--- src/rtl/latch_scan_pkg.sv ---
// rtl/latch_scan_pkg.sv - shared FSM state type and default sizing for latch_scan
package latch_scan_pkg;

  // Default number of scanned status bits and offer timeout length
  localparam int W_DEF   = 4;
  localparam int TMO_DEF = 15;

  typedef enum logic [1:0] {
    IDLE   = 2'd0,
    OFFER  = 2'd1,
    CLEAR  = 2'd2,
    SETTLE = 2'd3
  } state_t;

endpackage

--- src/rtl/latch_scan_rr_pick.sv ---
// rtl/latch_scan_rr_pick.sv - round-robin first-set-bit search starting after ptr
module rr_pick #(
  parameter int W  = 4,
  parameter int IW = $clog2(W)
) (
  input  logic [W-1:0]  vec,
  input  logic [IW-1:0] ptr,
  output logic          found,
  output logic [IW-1:0] idx
);

  logic [IW-1:0] pos;

  // Walk from the farthest candidate back to ptr+1 so the nearest set bit wins
  always_comb begin
    found = 1'b0;
    idx   = '0;
    pos   = '0;
    for (int k = W; k >= 1; k--) begin
      pos = IW'((int'(ptr) + k) % W);
      if (vec[pos]) begin
        found = 1'b1;
        idx   = pos;
      end
    end
  end

endmodule

--- src/rtl/latch_scan.sv ---
// rtl/latch_scan.sv - scans latched status bits, offers one at a time, clears on ack
module latch_scan
  import latch_scan_pkg::*;
#(
  parameter int W   = W_DEF,
  parameter int TMO = TMO_DEF
) (
  input  logic                 i_clk,
  input  logic                 i_rst_n,
  input  logic [W-1:0]         i_latched,
  input  logic                 i_ack,
  output logic                 o_req,
  output logic [$clog2(W)-1:0] o_id,
  output logic [W-1:0]         o_clear,
  output logic                 o_tmo
);

  localparam int IW = $clog2(W);

  state_t        state, state_nxt;
  logic [IW-1:0] id_q, id_nxt;
  logic [IW-1:0] ptr_q, ptr_nxt;
  logic [7:0]    cnt_q, cnt_nxt;
  logic          tmo_q, tmo_nxt;
  logic          live_q;
  logic          found;
  logic [IW-1:0] pick;

  rr_pick #(.W(W), .IW(IW)) u_pick (
    .vec   (i_latched),
    .ptr   (ptr_q),
    .found (found),
    .idx   (pick)
  );

  // Hold off scanning for one edge after reset release so no offer appears on the first edge
  always_ff @(posedge i_clk or negedge i_rst_n) begin
    if (!i_rst_n) live_q <= 1'b0;
    else          live_q <= 1'b1;
  end

  // State register; ptr resets to W-1 so bit 0 is searched first
  always_ff @(posedge i_clk or negedge i_rst_n) begin
    if (!i_rst_n) begin
      state <= IDLE;
      id_q  <= '0;
      ptr_q <= IW'(W - 1);
      cnt_q <= '0;
      tmo_q <= 1'b0;
    end else begin
      state <= state_nxt;
      id_q  <= id_nxt;
      ptr_q <= ptr_nxt;
      cnt_q <= cnt_nxt;
      tmo_q <= tmo_nxt;
    end
  end

  // Next-state logic: withdraw beats ack, ack beats timeout
  always_comb begin
    state_nxt = state;
    id_nxt    = id_q;
    ptr_nxt   = ptr_q;
    cnt_nxt   = cnt_q;
    tmo_nxt   = 1'b0;
    case (state)
      IDLE: begin
        if (live_q && found) begin
          id_nxt    = pick;
          cnt_nxt   = 8'd1;
          state_nxt = OFFER;
        end
      end
      OFFER: begin
        if (!i_latched[id_q]) begin
          cnt_nxt   = '0;
          state_nxt = IDLE;
        end else if (i_ack) begin
          cnt_nxt   = '0;
          state_nxt = CLEAR;
        end else if (cnt_q == 8'(TMO)) begin
          tmo_nxt   = 1'b1;
          ptr_nxt   = id_q;
          cnt_nxt   = '0;
          state_nxt = IDLE;
        end else begin
          cnt_nxt = cnt_q + 8'd1;
        end
      end
      CLEAR: begin
        ptr_nxt   = id_q;
        state_nxt = SETTLE;
      end
      SETTLE: begin
        state_nxt = IDLE;
      end
      default: begin
        state_nxt = IDLE;
      end
    endcase
  end

  // Outputs decode from registered state, so reset forces them low immediately
  always_comb begin
    o_req   = (state == OFFER);
    o_id    = id_q;
    o_clear = (state == CLEAR) ? (W'(1) << id_q) : '0;
    o_tmo   = tmo_q;
  end

endmodule

--- config.mk ---
export PLATFORM = sky130hd
export DESIGN_NAME = latch_scan
export DESIGN_NICKNAME = d
export VERILOG_FILES = /design/src/rtl/latch_scan_pkg.sv /design/src/rtl/latch_scan_rr_pick.sv /design/src/rtl/latch_scan.sv
export SDC_FILE = /design/constraint.sdc
export NUM_CORES = 1
export LEC_CHECK = 0
export ABC_AREA = 1
export BUFFER_PORTS_ARGS = -buffer_cell sky130_fd_sc_hd__buf_2
export CAP_MARGIN = 10
export CORE_MARGIN = 2
export CORE_UTILIZATION = 60
export DETAILED_ROUTE_END_ITERATION = 8
export GPL_ROUTABILITY_DRIVEN = 0
export GPL_TIMING_DRIVEN = 1
export PLACE_DENSITY = 0.83
export SLEW_MARGIN = 15
export SYNTH_ARGS = -nofsm -noshare
export SYNTH_HDL_FRONTEND = slang
export SYNTH_SLANG_ARGS = --single-unit
export TNS_END_PERCENT = 10
--- constraint.sdc ---
create_clock -name i_clk -period 2.7 [get_ports i_clk]
set_clock_uncertainty 0.2 [all_clocks]
set_input_delay 0.405 -clock i_clk [delete_from_list [all_inputs] [get_ports i_clk]]
set_output_delay 0.405 -clock i_clk [all_outputs]
set_load 0.01 [all_outputs]
[Yosys cells after proc, flatten, opt, wreduce, memory -nomap -nowiden]
Index checks and enable logic that the tools add are counted.
Operators by class
  add/sub/neg operators: 5
  $lt $le $gt $ge: 5
  equal/unequal tests: 9
  shifts and indexed selects: 1
  muxes and demuxes: 37
  reduce and logical (&&, ||, !) cells: 8
Operators by type and width (number)
  $mux W8: 4
  $mux W2: 11
  $pmux W8 S2: 1
  $lt A2 B3 Y1 const B: 5
  $mux W1: 13
  $bmux W1 S2: 5
  $add A8 B1 Y8 const B: 1
  $eq A8 B4 Y1 const B: 1
  $pmux W2 S4: 1
  $reduce_and A2 Y1: 3
  $add A2 B1 Y2 const B: 2
  $add A2 B2 Y2 const B: 2
  $eq A2 B2 Y1 const B: 2
  $mux W4: 1
  $ne A2 B1 Y1 const B: 2
  $ne A2 B2 Y1 const B: 2
  $ne A4 B3 Y1 const B: 1
  $pmux W2 S2: 1
  $reduce_and A4 Y1: 1
  $reduce_bool A2 Y1: 2
  $shl A1 B2 Y4 const A: 1
  $eq A2 B1 Y1 const B: 1
  $logic_not A2 Y1: 1
  $logic_and A1 B1 Y1: 1
Storage, ports and cells
  register bits: 16
  input bits: 7
  output and inout port bits: 8
  word-level logic and storage cells: 71

[Logic depth before layout (Yosys ltp)]
  depth after elaboration: 10
  mapped depth: 11

[Cells and area by module]
From an unflattened synthesis, not the netlist that was laid out.
Second synthesis, totals
  cells, all modules: 167
  area total of the unflattened synthesis: 1169.9 µm²
By module, submodules not included
  latch_scan: instances 1, cells each 116, area an instance 923.4 µm²
  rr_pick: instances 1, cells each 51, area an instance 246.5 µm²

[Least setup slack after synthesis]
Ideal clock, no wire load.
  path type: register -> register
  start point: register ptr_q[0]
  end point: register cnt_q[5]
  library setup time: 124 ps
  data arrival time: 1261 ps
  path slack: 1114 ps
  cell stages (with the launch flop): 10
  cells stage by stage: dfstp_2 -> buf_4 -> nand2_1 -> nand2_2 -> nor2_1 -> nand2_2 -> nand4_2 -> buf_6 -> nand3_1 -> o21ai_1
Between the ends
  word-level cells in the longest chain between the ends: 10
  elaborated cells on any way between the ends: 19
  classes of those cells: 4 x add/sub; 1 x eq/ne; 12 x mux; 2 x reduce/logical
RTL lines
  start, declared: line latch_scan.sv:22  | logic [IW-1:0] ptr_q, ptr_nxt;
  start signal, assigned: line latch_scan.sv:47  | ptr_q <= IW'(W - 1);
  start signal, assigned: line latch_scan.sv:53  | ptr_q <= ptr_nxt;
  $add A2 B1 Y2: line latch_scan_rr_pick.sv:20  | pos = IW'((int'(ptr) + k) % W);
  $bmux W1 S2: line latch_scan_rr_pick.sv:21  | if (vec[pos]) begin
  $mux W1 (not written as such): line latch_scan_rr_pick.sv:21
  $mux W1 (3 in series): line latch_scan_rr_pick.sv:21
  $mux W1 (*): line latch_scan_rr_pick.sv:21
  $logic_and A1 B1 Y1 (*): line latch_scan.sv:68  | if (live_q && found) begin
  $ne A2 B2 Y1 (no source line) (*)
  $reduce_and A2 Y1 (no source line) (*)
  end signal, assigned: line latch_scan.sv:54  | cnt_q <= cnt_nxt;
  end, declared: line latch_scan.sv:23  | logic [7:0] cnt_q, cnt_nxt;
Every way passes the cells marked *; elsewhere a longest branch is shown, timed or not. The select of a mux whose other input is x is not followed.
A chain may end at the register's enable or synchronous reset.

[Worst setup path in the final report]
  start point: register state[0]
  end point: output o_clear[0]
Between the ends
  word-level cells in the longest chain between the ends: 2
RTL lines
  start, declared: line latch_scan.sv:20  | state_t state, state_nxt;
  start signal, assigned: line latch_scan.sv:51  | state <= state_nxt;
  $eq A2 B2 Y1: line latch_scan.sv:107  | o_clear = (state == CLEAR) ? (W'(1) << id_q) : '0;
  $mux W4: line latch_scan.sv:107
  end, declared: line latch_scan.sv:14  | output logic [W-1:0] o_clear,
Every way passes these cells.

==> out/metrics.yaml <==
wirelength_mm: 2.23
ant_nets: 0
leakage_uw: 0.000676
switchingPower_uw: 487
start_kind: "register"
ios: 15
grt_pass1_wl_mm: 3.50
placementRows: 15
grt_max_degree: 17
post_cts_resized: 0
p_int_uw: 535
combPwrFrac: 0.501
required_ns: 2.10
hp-class: "in2reg"
yosysWarnings: 0
clock-root-buffer: "clkbuf_4"
cts_made_buffers: 3
finalCritPeriodShare: 0.722
viasPerCell: 5.11
final_cell_mix: "55 x nand2_1, 24 x nand3_1, 21 x inv_1"
wl_per_cell_um: 10.9
finalInstanceArea_mm2: 0.00121
antenna_found_initial: 0
syn_area_per_cell_um2: 6.69
htreeDepth: 1
maxCapViolations: 0
drc: 0
max_stage_delay_ns: 0.39
crit_type: "reg2out"
diodes: 0
numClockSinks: 16
finalSetupViolations: 0
syn_area_mm2: 0.00109
first_pass_iters: 5
timing.final.hold_violations: 0
cts_setup_buffers: 0
path_max_fanout: 8
hpwl_mm: 1.76
layout.nets: 189
grt_overflow: 0
tritoncts: "yes"
reg2reg_slack_ns: 0.80
post_dp_cell_area_mm2: 0.00117
fin_setup_tns_ns: 0
hold_depth: 3
insertion_delay_ns: 0.28
fillers: 160
slowest_stage: "dfrtp_1"
cp_cell_sequence: "inv_1 > nand2_1 > nor3_1 > buf_2"
p_sw_frac: 0.476
grt_usage: 0.229
worstSetupEndpointType: "output port"
grt_pass1_vias: 818
reg2reg_depth: 9
dieHeight_um: 46.6
synth_fp_nets: 171
start_util: 0.631
drv_slew: 0
peakVddDrop_uv: 728
clkTransAtPathRegs_ns: 0.08
drt_iter0_markers: 40
dieArea_mm2: 0.00217
max_freq_mhz: 513
final_common_cell: "nand2_1"
pwr-share-seq: 0.374
port-buffer-count: 14
syn2layout_area_growth_pct: 10.9
final_layout_size_suffix_gt1_frac: 0.178
dr_total_vias: 1048
ys_ff_latch: 16
power.share.clock: 0.124
dieWidth_um: 46.6
power_density_mw_per_mm2: 846
coreArea_mm2: 0.00173
rsz0062_at_grt: "false"
period_needed_ns: 1.95
ys_types: 22
cp.arrival_ns: 1.34
seq_area_frac_synth: 0.370
status: "finished clean"
netlist_instances: 163
cts_buffer_depth: 2
[critical path, delay by kind of cell (launching register included)]
| family | cells | cell delay [ns] |
|---|---|---|
| buffers and inverters | 2 | 0.29 |
| flip-flops | 1 | 0.39 |
| AND/OR/NAND/NOR | 2 | 0.38 |
[metal layers]
metal | global-route usage | part of all wire | vias to the layer above
li1 | - | - | 552
met1 | 0.343 | 0.47 | 460
met2 | 0.333 | 0.47 | 36
met3 | 0.0706 | 0.063 | 0
met4 | 0.0333 | 0 | 0
met5 | 0 | 0 | -
[what timing repair did]
item	4_1_cts	5_1_grt
hold endpoints to repair	14	0
hold buffers	1	0
endpoints found under the setup margin	0	0
[final cells by class]
type,count,area [µm²],area share
clock buffers,4,26.3,0.0217
inverters,24,90.1,0.0745
multi-input cells,121,578,0.478
flip-flops and latches,16,403,0.333
well taps,25,31.3,0.0259
repair buffers,15,80.1,0.0663
[cell usage after synthesis]
master / number / share of area
nand2_2: 6 / 0.034
inv_1: 21 / 0.072
ha_1: 1 / 0.011
nor2_2: 2 / 0.011
dfstp_2: 2 / 0.048
nor3b_1: 2 / 0.014
nor3_1: 4 / 0.018
o21a_1: 1 / 0.0069
xor2_1: 2 / 0.016
nand3_1: 24 / 0.11
o211ai_1: 1 / 0.0069
o21ai_1: 6 / 0.028
buf_4: 1 / 0.0069
o21ai_0: 2 / 0.0092
buf_6: 1 / 0.010
inv_2: 3 / 0.010
nand4_1: 3 / 0.017
nand4_2: 2 / 0.023
dfrtp_1: 14 / 0.32
nand2_1: 55 / 0.19
nor2_1: 9 / 0.031
conb_1: 1 / 0.0034
[power by group through the flow]
| stage | clock network (µW) | logic, µW | registers [µW] |
|---|---|---|---|
| 6_report | 127 | 513 | 383 |
| 5_1_grt | 145 | 587 | 393 |
| 2_1_floorplan | 0 | 414 | 367 |
| 3_5_place_dp | 0 | 508 | 387 |
| 4_1_cts | 132 | 512 | 382 |
| 3_3_place_gp | 0 | 493 | 384 |
[flip-flops by register name, summed over array words and instances (netlist names), named ones only]
name	cells
ptr_q	2
o_tmo	1
live_q	1
cnt_q	8
o_id	2
state	1
[stage by stage]
step | setup WS (ns) | hold WS (ns) | cells | utilization | total power, µW
finish | 0.750 | 0.217 | 205 | 0.700 | 1020
global route | 0.658 | 0.241 | 205 | 0.700 | 1130
CTS | 0.735 | 0.209 | 205 | 0.700 | 1030
detailed placement | 0.824 | 0.126 | 200 | 0.679 | 895
global placement | 0.864 | 0.128 | 200 | 0.679 | 877
floorplan | 1.11 | -0.0906 | 163 | - | 781
[final timing paths]
path                                from         end
worst max-delay path            state[0]  o_clear[0]
worst min-delay path               i_ack    register
worst max register to register  ptr_q[0]     o_id[0]
worst min register to register  ptr_q[1]    ptr_q[1]
max in group asynchronous        i_rst_n    ptr_q[1]
min in group asynchronous        i_rst_n       o_tmo
[cell families (layout without fill, tap and decap cells)]
group                    Yosys count  after routing  share of synthesized area
XOR/XNOR                           2              2                     0.0161
adder cells (fa/ha/maj)            1              1                     0.0115
buffers and inverters             26             43                     0.0999
AND/OR/NAND/NOR                  107            107                      0.449
other                              1              1                    0.00344
AO/OA/AOI/OAI                     10             10                     0.0505
flip-flops                        16             16                      0.370
Power figures use the tool's default switching activity.
